## src/rtl/cbc_pkg.sv

```systemverilog
// Shared state encoding, mode constants and default widths for the CBC chaining engine.
package cbc_pkg;

    localparam int unsigned BLOCK_W_DEF = 128;
    localparam int unsigned CNT_W_DEF   = 16;

    localparam logic MODE_ENC = 1'b0;
    localparam logic MODE_DEC = 1'b1;

    typedef enum logic [1:0] {
        IDLE    = 2'd0,
        WAIT_IN = 2'd1,
        CORE    = 2'd2,
        OUT     = 2'd3
    } state_e;

endpackage

```

## src/rtl/cbc_xor_mix.sv

```systemverilog
// Combinational CBC XOR selector: pre-cipher mixing for encrypt, post-cipher mixing for decrypt.
module cbc_xor_mix
    import cbc_pkg::*;
#(
    parameter int unsigned BLOCK_W = BLOCK_W_DEF
) (
    input  logic               mode_i,
    input  logic [BLOCK_W-1:0] din_i,
    input  logic [BLOCK_W-1:0] pre_chain_i,
    input  logic [BLOCK_W-1:0] dout_i,
    input  logic [BLOCK_W-1:0] post_chain_i,
    output logic [BLOCK_W-1:0] pre_c_o,
    output logic [BLOCK_W-1:0] post_c_o
);

    always_comb begin : mix
        pre_c_o  = din_i;
        post_c_o = dout_i;
        if (mode_i == MODE_ENC) begin
            pre_c_o = din_i ^ pre_chain_i;
        end else begin
            post_c_o = dout_i ^ post_chain_i;
        end
    end

endmodule

```

## src/rtl/cbc_chain_engine.sv

```systemverilog
// CBC chaining controller between the image-block packer and the output stage, driving an external cipher core.
// Defining CBC_ECB_BYPASS_EN adds the ecb_sel debug input (chain forced to zero, never updated).
module cbc_chain_engine
    import cbc_pkg::*;
#(
    parameter int unsigned BLOCK_W = BLOCK_W_DEF,
    parameter int unsigned CNT_W   = CNT_W_DEF
) (
    input  logic               clk,
    input  logic               rst_n,
    input  logic               enable,
    input  logic               decrypt,
`ifdef CBC_ECB_BYPASS_EN
    input  logic               ecb_sel,
`endif
    input  logic               iv_load,
    input  logic [BLOCK_W-1:0] iv,
    input  logic               in_valid,
    output logic               in_ready,
    input  logic [BLOCK_W-1:0] in_data,
    input  logic               in_last,
    output logic               core_req,
    output logic [BLOCK_W-1:0] core_din,
    input  logic               core_ack,
    input  logic [BLOCK_W-1:0] core_dout,
    output logic               out_valid,
    input  logic               out_ready,
    output logic [BLOCK_W-1:0] out_data,
    output logic               out_last,
    output logic [CNT_W-1:0]   blk_cnt,
    output logic               busy
);

    state_e             state_q, state_d;
    logic [BLOCK_W-1:0] chain_q, chain_d, data_q, data_d, din_q, din_d, res_q, res_d;
    logic               last_q, last_d, mode_q, mode_d, open_q, open_d, clr_q, clr_d;
    logic [CNT_W-1:0]   cnt_q, cnt_d;
    logic               in_ready_q, core_req_q, out_valid_q, out_last_q, busy_q;
    logic               accept, mode_eff, mode_mix, ecb_eff, ecb_cur;
    logic [BLOCK_W-1:0] pre_chain, post_chain, pre_mix, post_mix;

    // Mode is frozen from the first block of a frame until its last block leaves.
    assign accept   = (state_q == WAIT_IN) && in_valid;
    assign mode_eff = open_q ? mode_q : decrypt;
    assign mode_mix = (state_q == CORE) ? mode_q : mode_eff;

`ifdef CBC_ECB_BYPASS_EN
    logic ecb_q;

    assign ecb_eff = open_q ? ecb_q : ecb_sel;
    assign ecb_cur = ecb_q;

    always_ff @(posedge clk or negedge rst_n) begin : ecb_reg
        if (!rst_n) begin
            ecb_q <= 1'b0;
        end else if (accept) begin
            ecb_q <= ecb_eff;
        end
    end
`else
    assign ecb_eff = 1'b0;
    assign ecb_cur = 1'b0;
`endif

    // A coincident iv_load applies to the block being accepted.
    assign pre_chain  = ecb_eff ? '0 : (iv_load ? iv : chain_q);
    assign post_chain = ecb_cur ? '0 : chain_q;

    cbc_xor_mix #(.BLOCK_W(BLOCK_W)) u_mix (
        .mode_i       (mode_mix),
        .din_i        (in_data),
        .pre_chain_i  (pre_chain),
        .dout_i       (core_dout),
        .post_chain_i (post_chain),
        .pre_c_o      (pre_mix),
        .post_c_o     (post_mix)
    );

    always_comb begin : next_state
        state_d = state_q;
        chain_d = chain_q;
        data_d  = data_q;
        din_d   = din_q;
        res_d   = res_q;
        last_d  = last_q;
        mode_d  = mode_q;
        open_d  = open_q;
        cnt_d   = clr_q ? '0 : cnt_q;
        clr_d   = 1'b0;
        if (iv_load && ((state_q == IDLE) || (state_q == WAIT_IN))) begin
            chain_d = iv;
        end
        case (state_q)
            IDLE: begin
                if (enable) state_d = WAIT_IN;
            end
            WAIT_IN: begin
                if (in_valid) begin
                    state_d = CORE;
                    data_d  = in_data;
                    last_d  = in_last;
                    mode_d  = mode_eff;
                    open_d  = 1'b1;
                    din_d   = pre_mix;
                end else if (!enable) begin
                    state_d = IDLE;
                end
            end
            CORE: begin
                if (core_ack) begin
                    state_d = OUT;
                    res_d   = post_mix;
                    if (!ecb_cur) chain_d = (mode_q == MODE_DEC) ? data_q : core_dout;
                end
            end
            OUT: begin
                if (out_ready) begin
                    state_d = enable ? WAIT_IN : IDLE;
                    cnt_d   = cnt_q + CNT_W'(1);
                    clr_d   = last_q;
                    if (last_q) open_d = 1'b0;
                end
            end
            default: state_d = IDLE;
        endcase
    end

    always_ff @(posedge clk or negedge rst_n) begin : regs
        if (!rst_n) begin
            state_q     <= IDLE;
            chain_q     <= '0;
            data_q      <= '0;
            din_q       <= '0;
            res_q       <= '0;
            last_q      <= 1'b0;
            mode_q      <= MODE_ENC;
            open_q      <= 1'b0;
            clr_q       <= 1'b0;
            cnt_q       <= '0;
            in_ready_q  <= 1'b0;
            core_req_q  <= 1'b0;
            out_valid_q <= 1'b0;
            out_last_q  <= 1'b0;
            busy_q      <= 1'b0;
        end else begin
            state_q     <= state_d;
            chain_q     <= chain_d;
            data_q      <= data_d;
            din_q       <= din_d;
            res_q       <= res_d;
            last_q      <= last_d;
            mode_q      <= mode_d;
            open_q      <= open_d;
            clr_q       <= clr_d;
            cnt_q       <= cnt_d;
            in_ready_q  <= (state_d == WAIT_IN);
            core_req_q  <= (state_d == CORE);
            out_valid_q <= (state_d == OUT);
            out_last_q  <= (state_d == OUT) && last_d;
            busy_q      <= (state_d == CORE) || (state_d == OUT);
        end
    end

    assign in_ready  = in_ready_q;
    assign core_req  = core_req_q;
    assign core_din  = din_q;
    assign out_valid = out_valid_q;
    assign out_data  = res_q;
    assign out_last  = out_last_q;
    assign blk_cnt   = cnt_q;
    assign busy      = busy_q;

endmodule

```

## config.mk

```make
export PLATFORM = sky130hd
export DESIGN_NAME = cbc_chain_engine
export DESIGN_NICKNAME = d
export VERILOG_FILES = /design/src/rtl/cbc_pkg.sv /design/src/rtl/cbc_xor_mix.sv /design/src/rtl/cbc_chain_engine.sv
export SDC_FILE = /design/constraint.sdc
export NUM_CORES = 1
export LEC_CHECK = 0
export BUFFER_PORTS_ARGS = -buffer_cell sky130_fd_sc_hd__clkbuf_2
export CORE_AREA = 2 2 264 266
export CTS_CLUSTER_DIAMETER = 120
export DETAILED_ROUTE_END_ITERATION = 7
export DIE_AREA = 0 0 266 268
export PLACE_DENSITY = 0.66
export SYNTH_ARGS = -nofsm -noshare
export SYNTH_HDL_FRONTEND = slang
export SYNTH_SLANG_ARGS = --single-unit
```

## constraint.sdc

```tcl
create_clock -name clk -period 2.9 [get_ports clk]
set_input_delay 0.58 -clock clk [delete_from_list [all_inputs] [get_ports clk]]
set_output_delay 0.58 -clock clk [all_outputs]
set_load 0.01 [all_outputs]
```

==> results.md <==
* H-tree lvl count at 2
* CP delay by family, top: simple AND/OR/NAND/NOR gates
* Die span in y at 268 um
* Vias in the first global route at 28847
* Post-layout nets at 4408
* Hold Fails Final Rpt at 0
* Core Footprint at 0.06823 mm^2
* Fin crit period at 2.481 ns
* Crit share post-route at 85.54%
* Yosys top cell by area: dfrtp_1
* Crit Path Category: reg -> reg
* Async SR Flop Fraction at 100.0%
* Global-route wire length before repair at 175700 um
* Final design utilization at 52.65%
* Filler cell count at 6481
* Worst stage delay on the critical path at 0.62 ns
* Starting Density at 43.52%
* WL final at 116200 um
* Final clock skew at 0.03637 ns
* VDD IR max at 1.581 mV
* Drt pass-1 iters at 6
* DRT met1 WL at 47030 um
* Routed met2 length at 54400 um
* GPL Wtd Cong at 0.8838
* Rows at 96
* CP Capture Type: register
* Avg Inst Size Synth at 8.343 um^2
* Ports at 670
* Leakage at 16.92 nW
* Top cell type's share of synthesized area at 45.34%
* Root Driver: clkbuf_16
* Vias/cell at 6.125
* CTS sink cnt at 538
* Status: completed
* Final setup vio count at 0
* Post-Route Hold Slack at 0.1761 ns
* Main synth FF type: dfrtp_1
* Wirelength per Cell at 23.35 um
* Largest net degree at the start of global routing at 184
* Post-Synth XOR/XNOR Area at 0%
* Area Growth Syn to Fin at 20.98%
* Total GRT Usage at 31.53%
* Yosys warnings at 0
* Startpoint Class: register
* Clock tree buffer depth at 3
* Post-route DRC at 0
* GRT overflow at 0
* Post-CTS Setup Inserts at 0
* Synth Area in Adders at 0.04214%
* Sequential fraction of the synthesis area at 45.34%
* Met3 wire length at 9308 um
* Req. time, crit path at 3.44 ns
* Reg clk slew, reported paths at 0.07 ns
* Pre-CTS setup slack at 0.4767 ns
* Actual slew at the worst max-slew pin at 0.9921 ns
* WP buf/inv at 1
* Final slew viol count at 0
* RSZ-0062 raised after global routing: false
* Die footprint at 0.07129 mm^2
* Max-Cap Viols at 0
* Combinational family with the most area after synthesis: simple AND/OR/NAND/NOR gates
* Top Metal Used: met4
* CP max-delay cell: dfrtp_1
* Synth Area in Compound Gates at 15.59%
* Post-Synthesis Cells at 3559
* Seq cells post-synth at 538
* Mapped cell area at 0.02969 mm^2
* Most common library cells after synthesis: 920 x nand2_1, 538 x dfrtp_1, 390 x nand3_1, 241 x clkbuf_1, 139 x nor2_1
* Clk_lat worst skew at 0.63 ns
* CTS tree: yes
* Multiplexer share of the synthesized area at 4.555%
* Worst-path cell chain: nand2b_4 > and2_4 > buf_4 > o311ai_0 > nand3_1
* Fmax at 403.1 MHz
* Mapped Nets at 3953
* Initial antenna violation count at 32
* Die width at 266 um
* Most frequent cell after synthesis: nand2_1
* Post-synth EDFFs at 0
* Port Buffers at 669
* Crit path DAT at 3.02 ns
* Slew Limit Headroom at 33.86%
* Synth area leaders: dfrtp_1 45%, nand2_1 12%, nand3_1 6.6%
* Synth Area in Simple Gates at 29.23%
* Power per cell area at 1069 mW/mm^2
* Vias after detailed routing at 30477
* Detail Route Antenna Nets at 0
* TNS Setup at 0 ns
* Share of layout cells above drive strength 1 at 21.18%
* Dpl hpwl at 73610 um
* Yosys cell types at 39
* Num CTS Buffers at 61
* Worst hold path type: in -> reg
* Initial DRC Count at 3374
* CP Max Fanout at 47
* Final WS setup at 0.4194 ns
-- layout make-up --
cell class,instances,area (um^2),share of cell area (%)
antenna,34,85.08,0.2369
clock buffer,91,1792,4.988
clock inverter,18,161.4,0.4493
inverter,3,13.76,0.03831
multi-input combinational,2658,14740,41.03
sequential,538,13470,37.50
tap,882,1104,3.072
timing repair buffer,752,4558,12.69
-- cell families (layout without fill, tap and decap cells) --
kind of cell	after synthesis	count (layout)
AND/OR/NAND/NOR	1860	1860
AO/OA/AOI/OAI	662	662
flip-flops	538	538
buffers and inverters	363	864
multiplexers	135	135
adder cells (fa/ha/maj)	1	1
other	0	34
-- through the flow --
step                      total power, mW  std cells  cell area (um^2)
after floorplan                     23.58       3559             29690
final                               38.39       4976             35920
after detailed placement            30.52       4832             33870
after global routing                40.74       4973             35910
after global placement              30.25       4832             33870
after CTS                           38.30       4942             35840
-- final timing paths --
kind | start | endpoint | slack [ns] | depth (start not counted)
worst max-delay path | state_q[0] | core_din[30] | 0.42 | 5
worst max register to register | state_q[0] | core_din[30] | 0.42 | 5
min in group asynchronous | rst_n | core_din[120] | 0.48 | 2
max in group asynchronous | rst_n | data_q[59] | 1.52 | 3
worst min register to register | data_q[58] | data_q[58] | 0.47 | 2
worst min-delay path | in_data[108] | data_q[108] | 0.18 | 3
-- flip-flops by register name, indices dropped and copies added, names as in the netlist --
name	count
chain_q	128
core_din	128
data_q	128
out_data	128
blk_cnt	16
busy	1
clr_q	1
core_req	1
in_ready	1
last_q	1
mode_q	1
open_q	1
out_last	1
out_valid	1
state_q	1
-- layout by cell type (no fill, tap or decap), types with 12 or more instances in the layout --
cell type | netlist | routed
nand2_1 | 920 | 919
clkbuf_2 | 1 | 666
dfrtp_1 | 538 | 536
nand3_1 | 390 | 390
nor2_1 | 139 | 138
mux2i_1 | 134 | 134
nand4_1 | 133 | 133
o211ai_1 | 131 | 131
a31oi_1 | 130 | 130
a21oi_1 | 129 | 129
nor2b_1 | 132 | 129
a211oi_1 | 128 | 128
or4_1 | 128 | 128
o311ai_0 | 119 | 119
clkbuf_16 | 0 | 63
buf_12 | 0 | 45
buf_4 | 1 | 38
diode_2 | 0 | 34
clkbuf_1 | 241 | 17
clkbuf_8 | 0 | 12
-- where the power goes --
part	total, mW	leakage [nW]	internal [mW]	switching (mW)
clock network	7.70	0.953	4.42	3.28
logic	16.9	9.31	5.60	11.3
registers	13.8	6.66	11.0	2.73
total	38.4	16.9	21.1	17.3
-- per-layer routing --
| layer | track usage (%) | up-vias |
|---|---|---|
| met3 | 5.104 | 310 |
| li1 | - | 13870 |
| met1 | 41.94 | 14758 |
| met4 | 16.14 | 0 |
| met2 | 49.95 | 1539 |
| met5 | 0 | - |
-- worst min-delay path, cell delays in order --
cell and delay [ns]:
clkbuf_2 0.10, nand2_1 0.05, nand2_1 0.05
-- what timing repair did --
item                                   4_1_cts  5_1_grt
endpoints found under the hold margin       37        0
gates resized for setup                      0        0
hold buffers                                 1        0
Note: power is estimated with default switching activity, not from simulation.
